==> config.mk <==
export PLATFORM = sky130hd
export DESIGN_NAME = led_pattern_seq_flat
export DESIGN_NICKNAME = d
export VERILOG_FILES = /design/src/rtl/led_pattern_seq_if.sv /design/src/rtl/led_pattern_seq.sv /design/src/flat_wrapper.sv
export SDC_FILE = /design/constraint.sdc
export NUM_CORES = 1
export LEC_CHECK = 0
export CORE_MARGIN = 1
export CORE_UTILIZATION = 62
export CTS_CLUSTER_SIZE = 25
export DETAILED_ROUTE_END_ITERATION = 16
export GPL_TIMING_DRIVEN = 0
export PLACE_DENSITY = 0.77
export SLEW_MARGIN = 5
export SYNTH_ARGS = -nofsm -noshare
export SYNTH_HDL_FRONTEND = slang
export SYNTH_SLANG_ARGS = --single-unit
export TNS_END_PERCENT = 1
==> constraint.sdc <==
create_clock -name clk -period 3.1 [get_ports clk]
set_clock_uncertainty 0.2 [all_clocks]
set_input_delay 0.62 -clock clk [delete_from_list [all_inputs] [get_ports clk]]
set_output_delay 0.62 -clock clk [all_outputs]
set_load 0.005 [all_outputs]
==> src/rtl/led_pattern_seq_if.sv <==
// Switch/LED bundle for led_pattern_seq.
//   sw      : raw slide switches (board side drives)
//   led     : LED drive (sequencer drives)
//   mode    : current pattern, 0 = SHIFT, 1 = BLINK, 2 = COUNT
//   running : high while the sequencer is running
interface led_pattern_seq_if #(
    parameter int unsigned SW_NUM  = 3,
    parameter int unsigned LED_NUM = 4
);
    logic [SW_NUM-1:0]  sw;
    logic [LED_NUM-1:0] led;
    logic [1:0]         mode;
    logic               running;

    // Board / pin side
    modport master (
        output sw,
        input  led,
        input  mode,
        input  running
    );

    // Sequencer side
    modport slave (
        input  sw,
        output led,
        output mode,
        output running
    );
endinterface

==> src/rtl/led_pattern_seq.sv <==
// LED pattern sequencer driven by slide switches.
// Each switch is synchronised (2 FF) and debounced; rising edges of sw[0]
// toggle run/pause, rising edges of sw[1] advance the pattern, and sw[2]
// selects the fast step rate. Patterns: walking bit, blink, binary count.
// Ports:
//   clk         : system clock, rising edge
//   resetn      : asynchronous active-low reset
//   bus.sw      : raw switches, sw[SW_NUM-1:3] ignored
//   bus.led     : LED drive, registered
//   bus.mode    : current pattern, registered
//   bus.running : high in RUN, registered
module led_pattern_seq #(
    parameter int unsigned LED_NUM  = 4,
    parameter int unsigned SW_NUM   = 3,
    parameter int unsigned DB_CYC   = 500000,
    parameter int unsigned TICK_DIV = 5000000
) (
    input  logic                clk,
    input  logic                resetn,
    led_pattern_seq_if.slave    bus
);

    localparam int unsigned DB_W   = (DB_CYC > 1) ? $clog2(DB_CYC) : 1;
    localparam int unsigned TICK_W = $clog2(TICK_DIV);

    localparam logic [DB_W-1:0]   DB_LAST  = DB_W'(DB_CYC - 1);
    localparam logic [TICK_W-1:0] LIM_SLOW = TICK_W'(TICK_DIV - 1);
    localparam logic [TICK_W-1:0] LIM_FAST = TICK_W'(TICK_DIV / 2 - 1);

    localparam logic [1:0] ST_IDLE  = 2'd0;
    localparam logic [1:0] ST_RUN   = 2'd1;
    localparam logic [1:0] ST_PAUSE = 2'd2;

    localparam logic [1:0] MODE_SHIFT = 2'd0;
    localparam logic [1:0] MODE_BLINK = 2'd1;
    localparam logic [1:0] MODE_COUNT = 2'd2;

    // Switch conditioning state
    logic [2:0]      sync1_q;
    logic [2:0]      sync2_q;
    logic [2:0]      db_q;
    logic [DB_W-1:0] db_cnt_q [3];
    logic [1:0]      vld_q;
    logic [1:0]      arm_q;
    logic [1:0]      prev_q;

    // Commands derived from debounced switches
    logic run_ev_c;
    logic mode_ev_c;
    logic fast_c;
    logic tick_c;

    // Sequencer state
    logic [1:0]         state_q,    state_d;
    logic [1:0]         mode_q,     mode_d;
    logic [LED_NUM-1:0] led_q,      led_d;
    logic               running_q,  running_d;
    logic [TICK_W-1:0]  tick_cnt_q, tick_cnt_d;
    logic [TICK_W-1:0]  tick_lim_c;

    // First LED value of a pattern
    function automatic logic [LED_NUM-1:0] led_init(input logic [1:0] m);
        logic [LED_NUM-1:0] v;
        case (m)
            MODE_SHIFT: v = LED_NUM'(1);
            MODE_BLINK: v = '1;
            default:    v = '0;
        endcase
        return v;
    endfunction

    // One pattern step
    function automatic logic [LED_NUM-1:0] led_step(input logic [1:0] m,
                                                     input logic [LED_NUM-1:0] v);
        logic [LED_NUM-1:0] r;
        case (m)
            MODE_SHIFT: r = {v[LED_NUM-2:0], v[LED_NUM-1]};
            MODE_BLINK: r = ~v;
            MODE_COUNT: r = v + LED_NUM'(1);
            default:    r = '0;
        endcase
        return r;
    endfunction

    // Pattern order SHIFT -> BLINK -> COUNT -> SHIFT
    function automatic logic [1:0] mode_next(input logic [1:0] m);
        logic [1:0] r;
        case (m)
            MODE_SHIFT: r = MODE_BLINK;
            MODE_BLINK: r = MODE_COUNT;
            default:    r = MODE_SHIFT;
        endcase
        return r;
    endfunction

    // Synchronise, debounce and arm the edge detectors.
    // A command switch only produces events once it has been seen low after
    // reset, so a switch left high across reset does not restart the sequencer.
    // vld_q marks when the sync chain holds real pin samples again.
    always_ff @(posedge clk or negedge resetn) begin
        if (!resetn) begin
            sync1_q <= '0;
            sync2_q <= '0;
            db_q    <= '0;
            vld_q   <= '0;
            arm_q   <= '0;
            prev_q  <= '0;
            for (int i = 0; i < 3; i++) begin
                db_cnt_q[i] <= '0;
            end
        end else begin
            sync1_q <= bus.sw[2:0];
            sync2_q <= sync1_q;
            vld_q   <= {vld_q[0], 1'b1};
            prev_q  <= db_q[1:0];
            for (int i = 0; i < 3; i++) begin
                if (sync2_q[i] != db_q[i]) begin
                    if (db_cnt_q[i] == DB_LAST) begin
                        db_q[i]     <= sync2_q[i];
                        db_cnt_q[i] <= '0;
                    end else begin
                        db_cnt_q[i] <= db_cnt_q[i] + DB_W'(1);
                    end
                end else begin
                    db_cnt_q[i] <= '0;
                end
            end
            for (int i = 0; i < 2; i++) begin
                if (vld_q[1] && !sync2_q[i] && !db_q[i]) begin
                    arm_q[i] <= 1'b1;
                end
            end
        end
    end

    // Rising-edge commands, speed level and step tick
    assign run_ev_c   = db_q[0] & ~prev_q[0] & arm_q[0];
    assign mode_ev_c  = db_q[1] & ~prev_q[1] & arm_q[1];
    assign fast_c     = db_q[2];
    assign tick_lim_c = fast_c ? LIM_FAST : LIM_SLOW;
    // >= so a drop to the fast limit fires at once when already past it
    assign tick_c     = (state_q == ST_RUN) && (tick_cnt_q >= tick_lim_c);

    // Sequencer registers
    always_ff @(posedge clk or negedge resetn) begin
        if (!resetn) begin
            state_q    <= ST_IDLE;
            mode_q     <= MODE_SHIFT;
            led_q      <= '0;
            running_q  <= 1'b0;
            tick_cnt_q <= '0;
        end else begin
            state_q    <= state_d;
            mode_q     <= mode_d;
            led_q      <= led_d;
            running_q  <= running_d;
            tick_cnt_q <= tick_cnt_d;
        end
    end

    // Next state, next outputs and step counter
    always_comb begin
        state_d    = state_q;
        mode_d     = mode_q;
        led_d      = led_q;
        running_d  = running_q;
        tick_cnt_d = tick_cnt_q;

        if (run_ev_c && mode_ev_c) begin
            // Clear gesture: back to IDLE with LEDs off, pattern kept
            state_d = ST_IDLE;
            led_d   = '0;
        end else if (run_ev_c) begin
            case (state_q)
                ST_IDLE: begin
                    state_d = ST_RUN;
                    led_d   = led_init(mode_q);
                end
                ST_RUN:   state_d = ST_PAUSE;
                ST_PAUSE: state_d = ST_RUN;
                default: begin
                    state_d = ST_IDLE;
                    led_d   = '0;
                end
            endcase
        end else if (mode_ev_c) begin
            mode_d = mode_next(mode_q);
            if (state_q != ST_IDLE) begin
                led_d = led_init(mode_d);
            end
        end else if (tick_c) begin
            led_d = led_step(mode_q, led_q);
        end

        running_d = (state_d == ST_RUN);

        if ((state_d != state_q) || mode_ev_c) begin
            tick_cnt_d = '0;
        end else if (state_q == ST_RUN) begin
            tick_cnt_d = tick_c ? '0 : tick_cnt_q + TICK_W'(1);
        end
    end

    assign bus.led     = led_q;
    assign bus.mode    = mode_q;
    assign bus.running = running_q;

endmodule

==> src/flat_wrapper.sv <==
// flat-port wrapper written by rule: the top's interface ports become plain ports
module led_pattern_seq_flat 
#(
    parameter int unsigned LED_NUM  = 4,
    parameter int unsigned SW_NUM   = 3,
    parameter int unsigned DB_CYC   = 500000,
    parameter int unsigned TICK_DIV = 5000000
)
  (clk, resetn, bus_sw, bus_led, bus_mode, bus_running);
  led_pattern_seq_if #(.SW_NUM(SW_NUM), .LED_NUM(LED_NUM)) bus_i ();
  input  logic clk;
  input  logic resetn;
  input wire logic [$bits(bus_i.sw)-1:0] bus_sw;
  output wire logic [$bits(bus_i.led)-1:0] bus_led;
  output wire logic [$bits(bus_i.mode)-1:0] bus_mode;
  output wire logic [$bits(bus_i.running)-1:0] bus_running;
  assign bus_i.sw = bus_sw;
  assign bus_led = bus_i.led;
  assign bus_mode = bus_i.mode;
  assign bus_running = bus_i.running;
  led_pattern_seq #(.LED_NUM(LED_NUM), .SW_NUM(SW_NUM), .DB_CYC(DB_CYC), .TICK_DIV(TICK_DIV)) u_core (.clk(clk), .resetn(resetn), .bus(bus_i));
endmodule
==> impl_metrics.csv <==
group,metric,value,unit
timing,hold_viol,0,
cts,clock_path_buffers,2,
global_routing,grt_antenna_before_repair,0,
final_layout,multi_input_area,0.00261,mm2
critical_path,end_kind,"register",
critical_path,ff2ff_setup_slack,0.28,ns
critical_path,path_max_fanout,8,
cts,post-cts-setup-buffers,0,
cts,ctsHoldBuffers,0,
placed_design,post-place-ws,0.0815,ns
die,dieHeight,94.8,um
die,initial_utilization,64.6,%
final_layout,num-fill-cells,655,
timing,final.setup.tns,0,ns
synth,yosysMostFrequentCell,"dfrtp_1",
drt,drtAntennaViolNets,0,
synth,synth_edf_count,0,
synth,ys_seq_elements,104,
cts,insertion_delay,0.36,ns
drt,route.vias.total,3940,
synth,synth_cells,556,
power,p_leak,2.58,nW
drt,first_iter_violations,166,
final_layout,drive_above_1_share,8.73,%
final_layout,area_growth_syn_to_layout,8.84,%
die,fp-row-count,33,
synth,syn_nets,581,
placed_design,dp.cells,673,
synth,synth.cell_area,0.00534,mm2
timing,fin_crit_sh,91.1,%
critical_path,worstPathArrival,2.87,ns
drt,wl_per_cell,13.9,um
synth,synth_top_family_by_area,"simple AND/OR/NAND/NOR gates",
synth,synthXorXnorAreaFrac,10.5,%
power,vdd_drop_max,245,uV
die,coreArea,0.00826,mm2
timing,tightest_slew,0.730,ns
global_routing,grt.total_usage,24.4,%
die,die_w,94.8,um
synth,synth-compound-area-share,7.86,%
die,ios,12,
final_layout,finalNonFillerCells,689,
critical_path,cp.required,3.15,ns
synth,syn_area_per_cell,9.60,um2
final_layout,seq_area,0.00260,mm2
power,total_power,2.28,mW
drt,finalWirelength,9570,um
synth,synth_warnings,0,
synth,synth-main-ff-cell,"dfrtp_1",
synth,synth_simple_gate_area_share,23.8,%
synth,seq_area_frac_synth,48.8,%
power,power.density,392,mW/mm2
final_layout,fin_nets,604,
cts,cts_buffers,9,
cts,clkSinkCount,104,
drt,drc,0,
timing,rsz0062_at_grt,"no",
worst_hold_path,hold_path.class,"in -> async",
global_routing,grt_max_degree,63,
outcome,outcome,"complete, no violations",
placed_design,gp_congestion,0.804,
drt,via_per_inst,5.72,
synth,synthAdderAreaFrac,4.69,%
timing,drv_slew,0,
global_routing,grt_pass1_vias,3887,
global_routing,grt_remaining_overflow,0,
synth,synth_common_cells,"104 x dfrtp_1, 100 x nor2_1, 54 x nand2_1",
critical_path,crit_type,"reg -> reg",
synth,synthTopCellsByArea,"dfrtp_1 49%, xor2_1 7.4%, nor2_1 7.0%, ha_1 4.7%, nand2_1 3.8%",
cts,root_buffer,"clkbuf_8",
drt,drtPass1Iterations,4,
synth,synth_mux_area_share,1.83,%
die,die-area,0.00898,mm2
final_layout,final_util,70.3,%
timing,slew_headroom,51.1,%
cts,cts.htree.levels,3,
cts,post_cts_resized,0,
timing,layout_setup_ws,0.277,ns
synth,async_flop_share,100,%
cts,clkTransAtPathRegs,0.10,ns
synth,yosysTopAreaCell,"dfrtp_1",
run,maxCapViolCount,0,
critical_path,start_kind,"register",
final_layout,diodes,0,
cts,cts_tree,"done",
timing,final.min_clock_period,2.82,ns
timing,max_freq,354,MHz
placed_design,dp_hpwl,6870,um
placed_design,port-buffer-count,11,
global_routing,grt_pass1_wl,17100,um
timing,setup_viol,0,
synth,yosysUniqueCellTypes,51,
synth,synth_top_area_share,48.8,%
state kept, by name, summed over array words and instances (netlist names):
name,cells
u_core.db_cnt_q,57
u_core.tick_cnt_q,23
u_core.bus.led,4
u_core.db_q,3
u_core.sync1_q,3
u_core.sync2_q,3
u_core.arm_q,2
u_core.bus.mode,2
u_core.prev_q,2
u_core.state_q,2
u_core.vld_q,2
u_core.bus.running,1
through the flow:
step	hold WS, ns	area [um2]
finish	0.0373	5810
global route	0.0669	5810
CTS	0.0444	5800
detailed placement	0.139	5600
global placement	0.133	5580
floorplan	0.124	5340
worst paths after layout:
check                           cells past startpoint              endpoint               from
worst max-delay path                                9     u_core.bus.led[0]     u_core.db_q[2]
worst min-delay path                                1  u_core.tick_cnt_q[5]             resetn
worst max register to register                      9     u_core.bus.led[0]     u_core.db_q[2]
worst min register to register                      0     u_core.sync2_q[1]  u_core.sync1_q[1]
max in group asynchronous                           2       u_core.vld_q[1]             resetn
min in group clk                                    0     u_core.sync2_q[1]  u_core.sync1_q[1]
power by group:
part	internal (mW)	switching, mW	leakage [nW]
registers	1.37	0.0118	1.42
clock network	0.334	0.487	0.0984
logic	0.0235	0.0492	1.07
metal layers:
metal  routed length (um)  share of wire (%)  global-route usage [%]
met4                  146                1.5                    8.71
met1                 4410                 46                    30.9
met5                    0                  0                       0
met3                  299                3.1                    5.56
met2                 4720                 49                    40.9
cells in the final DEF, fill, tap and decap left out, types with 5 or more instances in the layout:
cell	Yosys	routed
a21o_1	5	5
clkbuf_8	0	10
nor4_1	6	6
mux2_2	6	6
o21ai_0	25	24
clkdlybuf4s50_1	0	10
ha_1	20	20
dfrtp_1	104	103
buf_2	9	9
clkbuf_1	5	5
or3_1	11	11
nand4_1	19	19
a21oi_1	18	18
inv_1	11	11
nand2_1	54	54
and3_1	10	10
nand3_1	24	24
nand2b_1	6	6
nor2_1	100	100
xor2_1	45	45
xnor2_1	19	19
worst max-delay path, cell delays in order, from the launching register on:
cell      delay (ns)
dfrtp_2         0.50
inv_1           0.20
ha_1            0.29
o211ai_1        0.09
nand2_1         0.09
nor4_1          0.27
o21a_1          0.20
nor2_1          0.09
a32oi_2         0.39
mux2_2          0.38
kinds of logic (layout without fill, tap and decap cells):
kind of cell,after synthesis,in the layout
AOI/OAI and AO/OA,69,69
xor gates and xnor gates,64,64
adders and majority gates,20,20
buffers and inverters,28,56
DFF,104,104
muxes,9,9
other,1,1
and+or+nand+nor,261,261
layout make-up:
cell class	count	share of cell area, %
Multi-Input combinational cell	424	44.9
Sequential cell	104	44.8
Clock buffer	10	2.37
Timing Repair Buffer	12	2.33
Tap cell	105	2.26
Buffer	17	1.55
Clock inverter	6	1.01
Inverter	11	0.711
(Power assumes the default switching activity.)
